[config.mk]
export PLATFORM = sky130hd
export DESIGN_NAME = avalon_mm_arbiter
export DESIGN_NICKNAME = d
export VERILOG_FILES = /design/src/rtl/avalon_mm_arb_pkg.sv /design/src/rtl/avalon_mm_arbiter_rr.sv /design/src/rtl/avalon_mm_arbiter.sv
export SDC_FILE = /design/constraint.sdc
export NUM_CORES = 1
export LEC_CHECK = 0
export ABC_AREA = 1
export CELL_PAD_IN_SITES_DETAIL_PLACEMENT = 2
export CELL_PAD_IN_SITES_GLOBAL_PLACEMENT = 2
export CORE_UTILIZATION = 10
export CTS_CLUSTER_DIAMETER = 150
export DETAILED_ROUTE_END_ITERATION = 8
export GPL_ROUTABILITY_DRIVEN = 0
export PLACE_DENSITY = 0.95
export REMOVE_ABC_BUFFERS = 1
export SETUP_SLACK_MARGIN = 0.4
export SYNTH_ARGS = -nofsm -noshare
export SYNTH_HDL_FRONTEND = slang
export SYNTH_HIERARCHICAL = 1
export SYNTH_SLANG_ARGS = --single-unit
[constraint.sdc]
create_clock -name clk_i -period 1.39 [get_ports clk_i]
set_input_delay 0.417 -clock clk_i [delete_from_list [all_inputs] [get_ports clk_i]]
set_output_delay 0.417 -clock clk_i [all_outputs]
set_load 0.005 [all_outputs]
[src/rtl/avalon_mm_arb_pkg.sv]
// Shared types and constants for the Avalon-MM round-robin arbiter.
package avalon_mm_arb_pkg;

  typedef enum logic [1:0] {
    ST_IDLE    = 2'd0,
    ST_BUSY    = 2'd1,
    ST_WAIT_RD = 2'd2
  } arb_state_t;

  // Returned as read data when a read return never arrives.
  localparam logic [31:0] TIMEOUT_DATA = 32'hDEAD_BEEF;

  function automatic int calc_awidth(input int num_regs);
    return $clog2(num_regs) + 1;
  endfunction

endpackage

[src/rtl/avalon_mm_arbiter_rr.sv]
// Combinational round-robin picker: first requester above i_last_grant, wrapping.
module rr_arbiter #(
  parameter  int NUM_MASTERS = 2,
  localparam int IW          = $clog2(NUM_MASTERS)
) (
  input  logic [NUM_MASTERS-1:0] i_req,
  input  logic [IW-1:0]          i_last_grant,
  output logic                   o_valid,
  output logic [IW-1:0]          o_grant_idx
);

  always_comb begin : p_scan
    logic [IW-1:0] w_cand;
    w_cand      = '0;
    o_valid     = 1'b0;
    o_grant_idx = '0;
    for (int off = 1; off <= NUM_MASTERS; off++) begin
      w_cand = IW'((int'(i_last_grant) + off) % NUM_MASTERS);
      if (!o_valid && i_req[w_cand]) begin
        o_valid     = 1'b1;
        o_grant_idx = w_cand;
      end
    end
  end

endmodule

[src/rtl/avalon_mm_arbiter.sv]
// Round-robin arbiter sharing one Avalon-MM CSR slave among NUM_MASTERS masters.
// Optional read-return timeout enabled by defining AVALON_MM_ARB_TIMEOUT_EN.
//
// state      | meaning
// ST_IDLE    | no grant held; arbitrate among requesters
// ST_BUSY    | granted master's strobes muxed to the slave until accepted or dropped
// ST_WAIT_RD | read accepted; waiting for the slave's readdatavalid
module avalon_mm_arbiter
  import avalon_mm_arb_pkg::*;
#(
  parameter  int DWIDTH         = 32,
  parameter  int NUM_REGS       = 4,
  parameter  int NUM_MASTERS    = 2,
  parameter  int TIMEOUT_CYCLES = 16,
  localparam int AWIDTH         = calc_awidth(NUM_REGS),
  localparam int IW             = $clog2(NUM_MASTERS)
) (
  input  logic                          clk_i,
  input  logic                          rst_n_i,
  input  logic [NUM_MASTERS*AWIDTH-1:0] m_address_i,
  input  logic [NUM_MASTERS-1:0]        m_write_i,
  input  logic [NUM_MASTERS*DWIDTH-1:0] m_writedata_i,
  input  logic [NUM_MASTERS-1:0]        m_read_i,
  output logic [NUM_MASTERS-1:0]        m_waitrequest_o,
  output logic [DWIDTH-1:0]             m_readdata_o,
  output logic [NUM_MASTERS-1:0]        m_readdatavalid_o,
  output logic [AWIDTH-1:0]             s_address_o,
  output logic                          s_write_o,
  output logic [DWIDTH-1:0]             s_writedata_o,
  output logic                          s_read_o,
  input  logic                          s_waitrequest_i,
  input  logic [DWIDTH-1:0]             s_readdata_i,
  input  logic                          s_readdatavalid_i
`ifdef AVALON_MM_ARB_TIMEOUT_EN
  ,
  output logic                          timeout_o
`endif
);

  if (NUM_MASTERS < 2 || TIMEOUT_CYCLES < 1) begin : g_cfg_check
    $error("avalon_mm_arbiter: NUM_MASTERS must be >= 2 and TIMEOUT_CYCLES >= 1");
  end

  arb_state_t            r_state;
  arb_state_t            w_state_nxt;
  logic [IW-1:0]         r_grant;
  logic [IW-1:0]         r_last_grant;
  logic [IW-1:0]         w_arb_idx;
  logic                  w_arb_valid;
  logic [NUM_MASTERS-1:0] w_req;
  logic                  w_g_write;
  logic                  w_g_read;
  logic                  w_timeout;

  assign w_req     = m_read_i | m_write_i;
  // Write wins if a master ever raises both strobes.
  assign w_g_write = m_write_i[r_grant];
  assign w_g_read  = m_read_i[r_grant] & ~w_g_write;

  rr_arbiter #(.NUM_MASTERS(NUM_MASTERS)) u_rr (
    .i_req        (w_req),
    .i_last_grant (r_last_grant),
    .o_valid      (w_arb_valid),
    .o_grant_idx  (w_arb_idx)
  );

`ifdef AVALON_MM_ARB_TIMEOUT_EN
  localparam int CW = $clog2(TIMEOUT_CYCLES + 1);
  logic [CW-1:0] r_to_cnt;

  always_ff @(posedge clk_i or negedge rst_n_i) begin
    if (!rst_n_i)                  r_to_cnt <= '0;
    else if (r_state != ST_WAIT_RD) r_to_cnt <= '0;
    else                           r_to_cnt <= r_to_cnt + 1'b1;
  end

  assign w_timeout    = (r_state == ST_WAIT_RD) && !s_readdatavalid_i &&
                        (r_to_cnt == CW'(TIMEOUT_CYCLES));
  assign timeout_o    = w_timeout;
  assign m_readdata_o = w_timeout ? DWIDTH'(TIMEOUT_DATA) : s_readdata_i;
`else
  assign w_timeout    = 1'b0;
  assign m_readdata_o = s_readdata_i;
`endif

  always_comb begin
    w_state_nxt       = r_state;
    s_write_o         = 1'b0;
    s_read_o          = 1'b0;
    s_address_o       = '0;
    s_writedata_o     = '0;
    m_waitrequest_o   = '1;
    m_readdatavalid_o = '0;
    case (r_state)
      ST_IDLE: begin
        if (w_arb_valid) w_state_nxt = ST_BUSY;
      end
      ST_BUSY: begin
        s_write_o                = w_g_write;
        s_read_o                 = w_g_read;
        s_address_o              = m_address_i[int'(r_grant)*AWIDTH +: AWIDTH];
        s_writedata_o            = m_writedata_i[int'(r_grant)*DWIDTH +: DWIDTH];
        m_waitrequest_o[r_grant] = s_waitrequest_i;
        if (w_g_write && !s_waitrequest_i)     w_state_nxt = ST_IDLE;
        else if (w_g_read && !s_waitrequest_i) w_state_nxt = ST_WAIT_RD;
        else if (!w_g_write && !w_g_read)      w_state_nxt = ST_IDLE;
      end
      ST_WAIT_RD: begin
        if (s_readdatavalid_i || w_timeout) begin
          m_readdatavalid_o[r_grant] = 1'b1;
          w_state_nxt                = ST_IDLE;
        end
      end
      default: w_state_nxt = ST_IDLE;
    endcase
  end

  always_ff @(posedge clk_i or negedge rst_n_i) begin
    if (!rst_n_i) begin
      r_state      <= ST_IDLE;
      r_grant      <= '0;
      r_last_grant <= IW'(NUM_MASTERS - 1);
    end else begin
      r_state <= w_state_nxt;
      if (r_state == ST_IDLE && w_arb_valid) begin
        r_grant      <= w_arb_idx;
        r_last_grant <= w_arb_idx;
      end
    end
  end

endmodule
# Word level (Yosys, flattened, before mapping)
# Cells that the tools add are included.
dict set report totals {
  inputBits 110
  elab_cells 61
  out_inout_bits 73
  ff_bits 4
}
dict set report op_classes {
  reduce_logical 12
  n_bitwise 5
  mul 1
  addsub 2
  eq_ne 5
  n_lt_le_gt_ge 4
  shifts 2
  mux 27
}
# op n
set op_table {}
lappend op_table {{$shiftx A64 B7 Y32} 1}
lappend op_table {{$mux W32} 1}
lappend op_table {{$mux W2} 8}
lappend op_table {{$mux W1} 15}
lappend op_table {{$logic_and A1 B1 Y1} 6}
lappend op_table {{$lt A1 B2 Y1 const B} 3}
lappend op_table {{$pmux W2 S3} 1}
lappend op_table {{$shiftx A6 B4 Y3} 1}
lappend op_table {{$logic_not A1 Y1} 4}
lappend op_table {{$ne A2 B2 Y1 const B} 2}
lappend op_table {{$ne A4 B4 Y1 const B} 1}
lappend op_table {{$or A2 B2 Y2} 2}
lappend op_table {{$mul A1 B2 Y3 const B} 1}
lappend op_table {{$mux W3} 1}
lappend op_table {{$reduce_and A3 Y1} 1}
lappend op_table {{$add A1 B1 Y1 const B} 2}
lappend op_table {{$eq A2 B1 Y1 const B} 1}
lappend op_table {{$eq A2 B2 Y1 const B} 1}
lappend op_table {{$logic_not A2 Y1} 1}
lappend op_table {{$not A2 Y2} 1}
lappend op_table {{$and A1 B1 Y1} 1}
lappend op_table {{$demux W1 S1} 1}
lappend op_table {{$ge A1 B1 Y1 const B} 1}
lappend op_table {{$not A1 Y1} 1}

# Depth between registers and ports, before layout
# Gate-level depths: netlist of run 1.
dict set report depth {
  word_depth 10
  ltp_mapped 7
  mapped_depth_nobuf 6
}

# By module
# Netlist of run 1, hierarchy kept.
# mod cells_each seq_area_each_um2 area_per_inst_um2 n_inst
set by_module_without_submodules {}
lappend by_module_without_submodules {avalon_mm_arbiter 190 101.3 1123.6 1}
lappend by_module_without_submodules {rr_arbiter 3 0.0 15.0 1}

# Worst setup path before layout of run 1
# Ideal clock, no wire load.
dict set report synth_timing {
  path_kind {reg2out}
  from {register r_state[1]}
  to {output s_writedata_o[10]}
  slack_ns 0.012
  path_buffers 2
  path_stages_with_launch 6
  required_time_ns 0.973
  arrival_ns 0.961
  cell_sequence {dfrtp_1 > nor2_4 > inv_2 > buf_6 > buf_6 > a21oi_2}
}
dict set report synth_between {
  elab_chain_cells 2
}
# item line
set synth_rtl {}
lappend synth_rtl {{start, declared} avalon_mm_arbiter.sv:44} ;# arb_state_t r_state;
lappend synth_rtl {{start signal, assigned} avalon_mm_arbiter.sv:124} ;# r_state <= w_state_nxt;
lappend synth_rtl {{$eq A2 B1 Y1} avalon_mm_arbiter.sv:94} ;# case (r_state)
lappend synth_rtl {{$mux W32} avalon_mm_arbiter.sv:94}
lappend synth_rtl {{end, declared} avalon_mm_arbiter.sv:29} ;# output logic [DWIDTH-1:0] s_writedata_o,
# Every way passes these cells.

# Worst setup path after layout of run 1
dict set report layout_timing {
  from {register r_grant}
  to {output s_writedata_o[20]}
}
dict set report layout_between {
  elab_chain_cells 2
}
# item line
set layout_rtl {}
lappend layout_rtl {{start, declared} avalon_mm_arbiter.sv:46} ;# logic [IW-1:0] r_grant;
lappend layout_rtl {{start signal, assigned} avalon_mm_arbiter.sv:126} ;# r_grant <= w_arb_idx;
lappend layout_rtl {{$shiftx A64 B7 Y32} avalon_mm_arbiter.sv:102} ;# s_writedata_o = m_writedata_i[int'(r_grant)*DWIDTH +: DWIDTH];
lappend layout_rtl {{$mux W32} avalon_mm_arbiter.sv:94}
# Every way passes these cells.

==> impl_metrics.csv, run 1 <==
group,metric,value,unit
synth,syn_area,1139,um2
route,wirelength,8247,um
clocking,htreeDepth,1,
clocking,cts.sinks,4,
placement,pre_cts_slack,-0.8329,ns
route,wl_per_cell,18.37,um
floorplanning,ios,183,
setup_path,setup.worst_path.start_class,"flop",
route,vias,1766,
grt,overflow,0,
timing,max_slew.worst_pin.slew,0.2391,ns
final_layout,final_cell_mix,"clkdlybuf4s50_1 (71), buf_2 (40), nand2_1 (33)",
timing,drv_slew,0,
final_layout,layout_commonest_cell,"clkdlybuf4s50_1",
synth,synth.avg_cell_area,5.899,um2
floorplanning,die_area,11820,um2
setup_path,end_kind,"primary output",
clocking,path_clk_slew,0.03,ns
floorplanning,start_util,10.37,%
final_layout,fillers,1242,
grt,track_usage,13.45,%
clocking,clock_path_buffers,2,
grt,grt_pass1_vias,2006,
setup_path,cp_data_arrival_time,1.43,ns
route,ant_nets,0,
pwr,power,0.005278,W
job,maxCapViolations,0,
timing,layout_setup_ws,-0.4523,ns
synth,synth_cells,193,
placement,io_buffer_count,118,
setup_path,slowest_stage,"dfrtp_2",
grt,grt_first_pass_wirelength,11540,um
floorplanning,die_y,108.7,um
timing,post-route-period-util,132.5,%
clocking,numCtsBuffers,3,
synth,ys_seq_area_share,8.901,%
final_layout,fin_cells,449,
final_layout,final_util,26.28,%
final_layout,antennaDiodeCount,0,
grt,antenna_found_initial,0,
final_layout,final_layout_size_suffix_gt1_share,59.55,%
floorplanning,die_w,108.7,um
run_status,status,"finished, violations left",
final_layout,layout.nets,420,
pwr,leakagePower,1.310,nW
setup_path,crit_required,0.97,ns
timing,fmax,0.5428,GHz
setup_path,cpMostUsedCell,"buf_6",
timing,skew,0.001954,ns
clocking,insertion_delay,0.22,ns
clocking,cts_tree,"done",
setup_path,slowest_delay,0.45,ns
clocking,clockRootBuffer,"clkbuf_16",
timing,maxSlewHeadroom,84.04,%
route,drt-initial-drc-count,16,
placement,dpl.cell_count,425,
route,drt_first_pass_iters,4,
route,drcViolationCount,0,
synth,yosysUniqueCellTypes,21,
synth,ys_ff_latch,4,
setup_path,path_cells,"buf_6 > buf_6 > buf_6 > buf_12 > nand2_2 > a21oi_2 > buf_2",
pwr,power_density,1828,nW/um2
timing,fin_crit,1.842,ns
min_path,hp-class,"in2async",
run_status,violations,"setup timing",
timing,final-setup-viol-count,41,
floorplanning,rows,38,
final_layout,areaGrowthSynthToFinish,153.5,%
route,vias_per_cell,3.933,
timing,hold_viol,0,
setup_path,worstPathMaxFanout,7,
pwr,ir_worst_vdd,0.0007013,V
grt,grt_max_degree,23,
timing,rsz0062_at_grt,"yes",
setup_path,crit_type,"reg2out",
synth,ys_warn_count,6,
timing,fin_tns_setup,-14.97,ns
placement,dpl.hpwl,6387,um
floorplanning,core-area,10980,um2
## through the flow
| stage | area [um2] | hold WS (ns) |
|---|---|---|
| 6_report | 2887 | 0.4027 |
| 3_5_place_dp | 2342 | 0.4762 |
| 4_1_cts | 2753 | 0.4062 |
| 3_3_place_gp | 2342 | 0.4543 |
| 2_1_floorplan | 800.8 | 0.1214 |
| 5_1_grt | 2887 | 0.4227 |
## cell usage after synthesis (all sizes together)
| cell | number | area [um2] |
|---|---|---|
| nand2 | 84 | 315.3 |
| buf | 43 | 334.1 |
| a21oi | 36 | 255.3 |
| inv | 9 | 33.78 |
| nand3 | 4 | 20.02 |
| nor2 | 4 | 22.52 |
| dfrtp | 3 | 75.07 |
| or2 | 3 | 18.77 |
| nor3 | 2 | 15.01 |
| clkbuf | 1 | 3.750 |
| dfstp | 1 | 26.28 |
| nand4 | 1 | 6.260 |
| nor3b | 1 | 7.510 |
| o21ai | 1 | 5.000 |
## critical path, delay by kind of cell (launching register included)
family,cells,cell delay [ns]
buf+inv,5,0.63
compound gates,1,0.05
simple gates,1,0.07
flops,1,0.45
## state kept, by name, indices dropped and copies added, names as in the netlist
| name | cells |
|---|---|
| r_state | 2 |
| r_grant | 1 |
| r_last_grant | 1 |
## logic make-up after synthesis
| group | synth area share, % |
|---|---|
| DFF | 8.901 |
| buffers and inverters | 32.64 |
| and+or+nand+nor | 35.60 |
| AOI/OAI and AO/OA | 22.86 |
## where the power goes
| group | switching, W | internal (W) |
|---|---|---|
| Sequential | 0.0000718 | 0.000183 |
| Clock | 0.0000882 | 0.000380 |
| Combinational | 0.00219 | 0.00236 |
## final timing paths
check	start	to	slack, ns	cells after the start
worst max-delay path	r_grant$_DFFE_PN0P_	s_writedata_o[20]	-0.45	7
worst min-delay path	rst_n_i	r_state[1]$_DFFE_PN0P_	0.40	1
worst max register to register	r_grant$_DFFE_PN0P_	r_state[0]$_DFFE_PN0P_	0.10	9
worst min register to register	r_last_grant$_DFFE_PN1P_	r_last_grant$_DFFE_PN1P_	0.51	2
max in group asynchronous	rst_n_i	r_last_grant$_DFFE_PN1P_	0.74	1
min in group clk_i	r_last_grant$_DFFE_PN1P_	r_last_grant$_DFFE_PN1P_	0.51	2
## cell type report
cell class,instances,area [um2],share of cell area [%]
clock buffer,4,78.83,2.731
inverter,9,38.79,1.344
multi-input combinational,136,982.2,34.03
sequential,4,102.6,3.554
tap,140,175.2,6.068
timing repair buffer,156,1509,52.28
## per-layer routing
metal  routed length, um  up-vias  GRT usage, %  part of all wire [%]
met3                 901        6         6.874                    11
li1                    -      810             -                     -
met1                3045      850         14.21                    37
met2                4203       98         24.05                    51
met5                  63        -         5.357                  0.76
met4                  34        2         1.158                  0.41
## what timing repair did
item,CTS,global route
setup endpoints to repair,45,45
gates cloned,4,0
hold buffers,0,0
gates resized for setup,274,39
pin swaps,24,21
buffers inserted,15,1
Note: power is estimated with default switching activity, not from simulation.
==> run 2: changes to the inputs <==
Settings changed: CTS_CLUSTER_SIZE set to 10.
==> results of run 2 <==
Same layout as run 1: the final DEF is identical, and so are final timing and power.
==> run 3: changes to the inputs <==
Settings changed: CORE_MARGIN set to 4, CTS_BUF_LIST set to sky130_fd_sc_hd__clkbuf_2 sky130_fd_sc_hd__clkbuf_4 sky130_fd_sc_hd__clkbuf_8.
Clock period 1.39 ns to 1.95 ns, I/O delays scaled along.
==> impl_metrics.csv, run 3 (synthesis gave the netlist of run 1 again) <==
group,metric,value,unit
clocking,cts_tree,"done",
pwr,clock_power_share,6.4,%
final_layout,multiInputGateArea,882.1,um2
floorplanning,core-area,10980,um2
route,drt_first_pass_iters,4,
job,maxCapViolations,0,
timing,skew,0.007663,ns
placement,dpl_cell_area,2305,um2
clocking,cts.sinks,4,
pwr,combPwrFrac,88.1,%
grt,track_usage,11.84,%
min_path,hold_path_end,"r_last_grant$_DFFE_PN1P_",
floorplanning,ios,183,
setup_path,end_kind,"primary output",
final_layout,final_util,23.52,%
clocking,numCtsBuffers,3,
route,wl_per_cell,19.05,um
timing,fin_crit,1.940,ns
route,vias,1755,
final_layout,top_regs,"r_state x2, r_grant x1, r_last_grant x1",
grt,grt_pass1_vias,1986,
route,drcViolationCount,0,
route,wirelength,8533,um
pwr,p_int,0.001695,W
grt,grt_first_pass_wirelength,11620,um
final_layout,layout.nets,419,
clocking,clock_path_buffers,2,
timing,final-setup-viol-count,0,
pwr,power_density,1270,nW/um2
route,drt-initial-drc-count,36,
timing,maxSlewHeadroom,82.76,%
timing,rsz0062_at_grt,"yes",
timing,hold_viol,0,
final_layout,final_cell_mix,"dlygate4sd2_1 (70), nand2_1 (53), buf_2 (39)",
setup_path,r2r_setup_slack,0.46,ns
floorplanning,die_y,114.7,um
final_layout,areaGrowthSynthToFinish,126.9,%
setup_path,rr_worst_depth,8,
setup_path,crit_start,"r_grant$_DFFE_PN0P_",
clocking,htreeDepth,1,
floorplanning,die_area,13160,um2
final_layout,fillers,1301,
floorplanning,die_w,114.7,um
setup_path,cp_data_arrival_time,1.35,ns
timing,drv_slew,0,
clocking,clockRootBuffer,"clkbuf_8",
route,ant_nets,0,
min_path,hp-class,"reg2reg",
grt,antenna_found_initial,0,
run_status,status,"finished, final reports clean",
placement,dpl.hpwl,6456,um
clocking,path_clk_slew,0.04,ns
min_path,hold_depth,2,
floorplanning,start_util,10.37,%
floorplanning,rows,38,
placement,io_buffer_count,118,
route,vias_per_cell,3.917,
setup_path,worstPathMaxFanout,7,
setup_path,r2r-start,"r_grant$_DFFE_PN0P_",
final_layout,antennaDiodeCount,0,
setup_path,reg2reg_to,"r_state[1]$_DFFE_PN0P_",
final_layout,largest_reg_flops,2,
timing,post-route-period-util,99.47,%
pwr,leakagePower,1.330,nW
min_path,holdCritStartpoint,"r_last_grant$_DFFE_PN1P_",
timing,max_slew.worst_pin.slew,0.2584,ns
timing,fmax,0.5156,GHz
setup_path,crit_type,"reg2out",
pwr,swShare,48.35,%
final_layout,regArea,102.6,um2
timing,fin_tns_setup,0,ns
final_layout,layout_commonest_cell,"dlygate4sd2_1",
clocking,insertion_delay,0.23,ns
pwr,netSwitchingPower,0.001586,W
final_layout,final_layout_size_suffix_gt1_share,51.95,%
setup_path,crit_required,1.36,ns
pwr,p_seq_share,5.5,%
setup_path,setup.worst_path.start_class,"flop",
final_layout,largest-register,"r_state",
pwr,ir_worst_vdd,0.0004971,V
grt,grt_max_degree,24,
grt,overflow,0,
final_layout,final_area,2584,um2
placement,pre_cts_slack,-0.6071,ns
timing,whs,0.4958,ns
timing,layout_setup_ws,0.01037,ns
## run 3: cell count changes in the layout (fill, tap and decap cells not counted), moves of 4 or more
cell	previous run	this run
clkdlybuf4s15_1	0	4
nand2_1	33	53
buf_4	12	19
nand2_4	22	12
clkdlybuf4s50_1	71	1
dlygate4sd2_1	2	70
nand2_2	29	19
## run 3: critical path: stages, from the launching register on
cell	delay (ns)
dfrtp_2	0.46
inv_8	0.12
buf_12	0.11
buf_16	0.12
nand2_2	0.06
a21oi_2	0.11
buf_2	0.13
## run 3: how the worst max path moves through the flow
stage / slack [ns] / to / cells past startpoint
5_1_grt: -0.05 / s_writedata_o[3] / 6
6_report: 0.01 / s_writedata_o[3] / 6
4_1_cts: 0.02 / s_read_o / 7
3_3_place_gp: -0.48 / s_read_o / 6
2_1_floorplan: -0.26 / s_write_o / 4
3_5_place_dp: -0.61 / s_read_o / 7
## run 3: repair_timing
| action | in CTS | in global routing |
|---|---|---|
| buffers inserted | 11 | 4 |
| pin swaps | 86 | 24 |
| setup endpoints to repair | 44 | 44 |
| resized for setup | 279 | 55 |
| hold buffers | 0 | 0 |
| hold endpoints to repair | 0 | 0 |
| cloned | 1 | 3 |
## run 3: metal layers
metal / track usage (%) / wire length (um) / vias to the layer above
met3: 6.342 / 981 / 11
li1: - / - / 810
met4: 1.565 / 85 / 2
met2: 20.80 / 4126 / 117
met1: 12.63 / 3283 / 815
met5: 4.074 / 56 / -
## run 3: power groups by stage
stage / combinational (W) / clock [W] / sequential, W
6_report: 0.00289 / 0.000211 / 0.000179
3_5_place_dp: 0.00241 / 0 / 0.000163
3_3_place_gp: 0.00230 / 0 / 0.000160
5_1_grt: 0.00314 / 0.000221 / 0.000183
4_1_cts: 0.00246 / 0.000213 / 0.000174
2_1_floorplan: 0.000826 / 0 / 0.000221
## run 3: through the flow
stage               power, W  std cells
CTS                 0.002848        441
floorplan           0.001047        149
finish              0.003281        448
global route        0.003546        448
detailed placement  0.002572        425
global placement    0.002455        425
## run 3: final cells by class
type | instances | share of cell area [%]
clock buffers | 4 | 1.889
inverters | 9 | 1.598
multi-input cells | 136 | 34.14
flip-flops and latches | 4 | 3.971
well taps | 140 | 6.780
repair buffers | 155 | 51.62
